===== src/rtl/quad_step_decoder_if.sv =====
// Signal bundle between a quadrature source and quad_step_decoder: raw phases and
// error clear in, step pulse / direction / sticky error out.
interface quad_step_decoder_if;
    logic a_in;
    logic b_in;
    logic clr_err;
    logic step_en;
    logic step_up;
    logic err;

    modport master (
        output a_in, b_in, clr_err,
        input  step_en, step_up, err
    );

    modport slave (
        input  a_in, b_in, clr_err,
        output step_en, step_up, err
    );
endinterface


===== src/rtl/quad_step_decoder.sv =====
// Quadrature A/B front end: synchronise, glitch-filter and decode Gray transitions into
// single-cycle step pulses with direction, plus a sticky illegal-transition flag.
module quad_step_decoder #(
    parameter int SYNC_STAGES = 2,
    parameter int FILT_LEN    = 4,
    parameter int RES         = 4
) (
    input  logic                clk,
    input  logic                rst,
    quad_step_decoder_if.slave  bus
);

    localparam int CW = $clog2(FILT_LEN + 1);

    typedef enum logic {
        UNPRIMED,
        PRIMED
    } prime_state_t;

    logic [SYNC_STAGES-1:0] sync_a;
    logic [SYNC_STAGES-1:0] sync_b;
    logic [1:0]             s_ab;
    logic [1:0]             f_ab;
    logic [1:0]             p_ab;
    logic [CW-1:0]          filt_cnt [2];

    prime_state_t state_q;
    prime_state_t state_d;
    logic         step_en_q;
    logic         step_en_d;
    logic         step_up_q;
    logic         step_up_d;
    logic         err_q;
    logic         err_d;

    logic moved;
    logic both_moved;
    logic is_up;
    logic gate;

    // Next position along the up sequence 00 -> 10 -> 11 -> 01 -> 00, bit 1 = A.
    function automatic logic [1:0] up_next(input logic [1:0] cur);
        logic [1:0] nxt;
        case (cur)
            2'b00:   nxt = 2'b10;
            2'b10:   nxt = 2'b11;
            2'b11:   nxt = 2'b01;
            default: nxt = 2'b00;
        endcase
        return nxt;
    endfunction

    always_ff @(posedge clk or posedge rst) begin
        if (rst) begin
            sync_a <= '0;
            sync_b <= '0;
        end else begin
            sync_a <= {sync_a[SYNC_STAGES-2:0], bus.a_in};
            sync_b <= {sync_b[SYNC_STAGES-2:0], bus.b_in};
        end
    end

    assign s_ab = {sync_a[SYNC_STAGES-1], sync_b[SYNC_STAGES-1]};

    // A phase only moves after disagreeing with its filtered value for FILT_LEN cycles.
    always_ff @(posedge clk or posedge rst) begin
        if (rst) begin
            f_ab <= '0;
            for (int i = 0; i < 2; i++) begin
                filt_cnt[i] <= '0;
            end
        end else begin
            for (int i = 0; i < 2; i++) begin
                if (s_ab[i] == f_ab[i]) begin
                    filt_cnt[i] <= '0;
                end else if (filt_cnt[i] == CW'(FILT_LEN - 1)) begin
                    f_ab[i]     <= s_ab[i];
                    filt_cnt[i] <= '0;
                end else begin
                    filt_cnt[i] <= filt_cnt[i] + 1'b1;
                end
            end
        end
    end

    assign moved      = (f_ab != p_ab);
    assign both_moved = &(f_ab ^ p_ab);
    assign is_up      = (f_ab == up_next(p_ab));

    // Reduced resolutions only count B edges (and for RES=1 only those with A low),
    // so up and down steps land on the same positions.
    always_comb begin
        gate = 1'b1;
        if (RES == 2) begin
            gate = f_ab[0] ^ p_ab[0];
        end else if (RES == 1) begin
            gate = (f_ab[0] ^ p_ab[0]) & ~f_ab[1] & ~p_ab[1];
        end
    end

    // Clear is applied first so a same-cycle illegal transition re-sets err.
    always_comb begin
        state_d   = state_q;
        step_en_d = 1'b0;
        step_up_d = step_up_q;
        err_d     = err_q;
        if (bus.clr_err) begin
            err_d = 1'b0;
        end
        case (state_q)
            UNPRIMED: begin
                if (moved) begin
                    state_d = PRIMED;
                end
            end
            PRIMED: begin
                if (both_moved) begin
                    err_d = 1'b1;
                end else if (moved && gate) begin
                    step_en_d = 1'b1;
                    step_up_d = is_up;
                end
            end
            default: state_d = UNPRIMED;
        endcase
    end

    always_ff @(posedge clk or posedge rst) begin
        if (rst) begin
            state_q   <= UNPRIMED;
            p_ab      <= '0;
            step_en_q <= 1'b0;
            step_up_q <= 1'b0;
            err_q     <= 1'b0;
        end else begin
            state_q   <= state_d;
            p_ab      <= f_ab;
            step_en_q <= step_en_d;
            step_up_q <= step_up_d;
            err_q     <= err_d;
        end
    end

    assign bus.step_en = step_en_q;
    assign bus.step_up = step_up_q;
    assign bus.err     = err_q;

endmodule


===== src/flat_wrapper.sv =====
// flat-port wrapper written by rule: the top's interface ports become plain ports
module quad_step_decoder_flat 
#(
    parameter int SYNC_STAGES = 2,
    parameter int FILT_LEN    = 4,
    parameter int RES         = 4
)
  (clk, rst, bus_a_in, bus_b_in, bus_clr_err, bus_step_en, bus_step_up, bus_err);
  quad_step_decoder_if bus_i ();
  input  logic clk;
  input  logic rst;
  input wire logic [$bits(bus_i.a_in)-1:0] bus_a_in;
  input wire logic [$bits(bus_i.b_in)-1:0] bus_b_in;
  input wire logic [$bits(bus_i.clr_err)-1:0] bus_clr_err;
  output wire logic [$bits(bus_i.step_en)-1:0] bus_step_en;
  output wire logic [$bits(bus_i.step_up)-1:0] bus_step_up;
  output wire logic [$bits(bus_i.err)-1:0] bus_err;
  assign bus_i.a_in = bus_a_in;
  assign bus_i.b_in = bus_b_in;
  assign bus_i.clr_err = bus_clr_err;
  assign bus_step_en = bus_i.step_en;
  assign bus_step_up = bus_i.step_up;
  assign bus_err = bus_i.err;
  quad_step_decoder #(.SYNC_STAGES(SYNC_STAGES), .FILT_LEN(FILT_LEN), .RES(RES)) u_core (.clk(clk), .rst(rst), .bus(bus_i));
endmodule

===== config.mk =====
export PLATFORM = sky130hd
export DESIGN_NAME = quad_step_decoder_flat
export DESIGN_NICKNAME = d
export VERILOG_FILES = /design/src/rtl/quad_step_decoder_if.sv /design/src/rtl/quad_step_decoder.sv /design/src/flat_wrapper.sv
export SDC_FILE = /design/constraint.sdc
export NUM_CORES = 1
export LEC_CHECK = 0
export CAP_MARGIN = 15
export CELL_PAD_IN_SITES_DETAIL_PLACEMENT = 2
export CELL_PAD_IN_SITES_GLOBAL_PLACEMENT = 2
export CORE_MARGIN = 10
export CORE_UTILIZATION = 25
export CTS_CLUSTER_SIZE = 30
export DETAILED_ROUTE_END_ITERATION = 10
export MAX_ROUTING_LAYER = met4
export PLACE_DENSITY_LB_ADDON = 0.1
export SKIP_CTS_REPAIR_TIMING = 1
export SLEW_MARGIN = 0
export SYNTH_ARGS = -nofsm -noshare
export SYNTH_HDL_FRONTEND = slang
export SYNTH_SLANG_ARGS = --single-unit

===== constraint.sdc =====
create_clock -name clk -period 1.8 [get_ports clk]
set_input_delay 0.18 -clock clk [delete_from_list [all_inputs] [get_ports clk]]
set_output_delay 0.18 -clock clk [all_outputs]
set_load 0.05 [all_outputs]

==> impl_metrics.tcl <==
set metrics [dict create \
    grt_use_met1_pct 4.64 \
    synth_ff_type "dfrtp_1" \
    synth_top_family_by_area "simple AND/OR/NAND/NOR gates" \
    cts_tree "yes" \
    clkTransAtPathRegs_ns 0.10 \
    design.core.area_sq_um 2710 \
    synth_common_cells "dfrtp_1 (18), ha_1 (4), inv_1 (4), xnor2_1 (4), nor2b_1 (3)" \
    post-route-period-util_pct 91.6 \
    final_layout_size_suffix_gt1_share_pct 15.0 \
    fmax_mhz 607 \
    max_stage_delay_ns 0.81 \
    synth-simple-area-share_pct 11.4 \
    grt.total_usage_pct 4.69 \
    fin_crit_ns 1.65 \
    vias 385 \
    clkSinkCount 18 \
    synth_edf_count 0 \
    synthXorXnorAreaFrac_pct 7.61 \
    rsz0062_at_grt "false" \
    critical-path-slowest-cell "clkdlybuf4s50_1" \
    ios 8 \
    die_x_microns 72.6 \
    first_pass_iters 3 \
    first_iter_violations 4 \
    gp_congestion 0.648 \
    path_class "register to output port" \
    p_leak_nw 0.383 \
    clk_latency_ns 0.29 \
    synth_top_area_share_pct 65.2 \
    path_cells "clkdlybuf4s50_1" \
    stdcell_count 91 \
    yosys-mux-area-fraction_pct 3.26 \
    fp-row-count 19 \
    whs_ns 0.192 \
    hp-class "primary input to async pin" \
    crit_buf_inv 1 \
    fin_nets 70 \
    dieArea_sq_um 5260 \
    final_util_pct 31.1 \
    p_comb_share_pct 40.1 \
    cts_root_buf "clkbuf_4" \
    finalMaxSlewViolations 0 \
    grt_max_degree 19 \
    first_global_vias 441 \
    max-cap-violations 0 \
    internal-power_mw 0.915 \
    cts_buffers 3 \
    worstPathMaxFanout 2 \
    max-vdd-ir-drop_mv 0.851 \
    numPortBuffers 7 \
    synthCells 48 \
    synth.net_count 57 \
    critPathLaunchType "register" \
    vias_per_cell 4.23 \
    dp_slack_ns 0.333 \
    fin_skew_ns 0.00197 \
    syn_to_final_growth_pct 22.1 \
    dpl.hpwl_microns 844 \
    wl_per_cell_microns 11.6 \
    power.density_nw_per_um2 1710 \
    seqPwrFrac_pct 42.7 \
    synth_adder_area_share_pct 7.25 \
    drc_errors 0 \
    outcome "completed" \
    crit_family "buffers and inverters" \
    crit_required_ns 1.62 \
    async_flop_share_pct 100 \
    start_util_pct 25.5 \
    synth_seq_area_share_pct 65.2 \
    synth_compound_area_share_pct 3.08 \
    synth.most_common_cell "dfrtp_1" \
    routed_wl_microns 1050 \
    syn_avg_cell_area_sq_um 14.4 \
    diodes 0 \
    ant_nets 0 \
    cp-end-kind "output port" \
    die_h_microns 72.6 \
    synthesis.area_sq_um 691 \
    clockBufferDepth 2 \
    place_inst 87 \
    tightest_slew_ns 0.497 \
    grt_overflow 0 \
    yosysTopAreaCell "dfrtp_1" \
    ys_top_cells_by_area "dfrtp_1 (65%), ha_1 (7.2%), xnor2_1 (5.1%), nor2b_1 (2.7%), xor2_1 (2.5%)" \
    synth.distinct_cells 19 \
    finalSetupViolCount 0 \
    worst_slack_ns 0.152 \
    antenna_found_initial 0 \
    synth_seq_cells 18 \
    swShare_pct 36.7 \
    switching_power_mw 0.531 \
    htree_levels 1 \
    relSlewSlack_pct 66.8 \
    busiest_layer "met2" \
    pwr-share-clk_pct 17.2 \
    fin_tns_setup_ns 0 \
    grt_pass1_wl_microns 1880 \
    synth_warnings 0 \
    finalHoldViolCount 0 \
    cp.arrival_ns 1.47 \
    use_met3_pct 3.54 \
    met2_usage_pct 7.42 \
]
tightest hold or removal path: stages:
cell and delay [ns]:
clkdlybuf4s50_1 0.39, inv_1 0.05, buf_4 0.24
logic make-up after synthesis:
family,count (synthesis)
xor+xnor,6
simple gates,11
mux,2
flops,18
fa+ha+maj,4
buf+inv,4
compound gates,3
cells in the final DEF, fill, tap and decap left out, drive strengths merged:
| master | n |
|---|---|
| inv | 4 |
| nor3 | 2 |
| buf | 1 |
| clkbuf | 4 |
| a31o | 1 |
| xnor2 | 4 |
| mux2 | 2 |
| nand2b | 1 |
| dfrtp | 18 |
| nor3b | 2 |
| and2 | 1 |
| clkdlybuf4s50 | 7 |
| a21boi | 1 |
| ha | 4 |
| nand2 | 1 |
| o21ai | 1 |
| xor2 | 2 |
| nor2b | 4 |
state kept, by name, indices dropped and copies added (netlist names):
name and count:
u_core.bus.err 1, u_core.bus.step_en 1, u_core.bus.step_up 1, u_core.f_ab 2, u_core.filt_cnt 6, u_core.p_ab 2, u_core.state_q 1, u_core.sync_a 2
u_core.sync_b 2
per-layer routing:
layer | share of wire (%) | wire length [microns]
met1 | 46 | 482
met2 | 47 | 496
met3 | 7.0 | 74
met4 | 0 | 0
met5 | 0 | 0
area by class of cell:
class / count / area (sq um)
fillers: 304 / 1870
well taps: 31 / 38.8
inverters: 4 / 15.0
flip-flops and latches: 18 / 450
clock buffers: 4 / 36.3
repair buffers: 8 / 77.6
multi-input cells: 26 / 225
power groups by stage:
stage	combinational (mW)	clock (mW)	sequential [mW]
after floorplan	0.335	0	0.717
after global placement	0.590	0	0.628
after detailed placement	0.599	0	0.632
after CTS	0.603	0.263	0.623
after global routing	0.665	0.279	0.637
final	0.580	0.248	0.618
through the flow:
step	cell area (sq um)	total power, mW
floorplan	691	1.05
global placement	807	1.22
detailed placement	807	1.23
CTS	843	1.49
global route	843	1.58
finish	843	1.45
path summary, 6_finish.rpt:
kind | start | end | slack, ns | depth (start not counted)
min in group clk | bus_b_in | u_core.sync_b[0] | 0.31 | 1
setup reg to reg | u_core.f_ab[1] | u_core.bus.step_up | 0.35 | 5
hold reg to reg | u_core.sync_a[0] | u_core.sync_a[1] | 0.36 | 0
setup / recovery | u_core.bus.err | bus_err | 0.15 | 1
hold / removal | rst | u_core.sync_a[1] | 0.19 | 3
max in group asynchronous | rst | u_core.bus.step_en | 1.42 | 3
No activity file was read; power rests on OpenSTA's default activity.
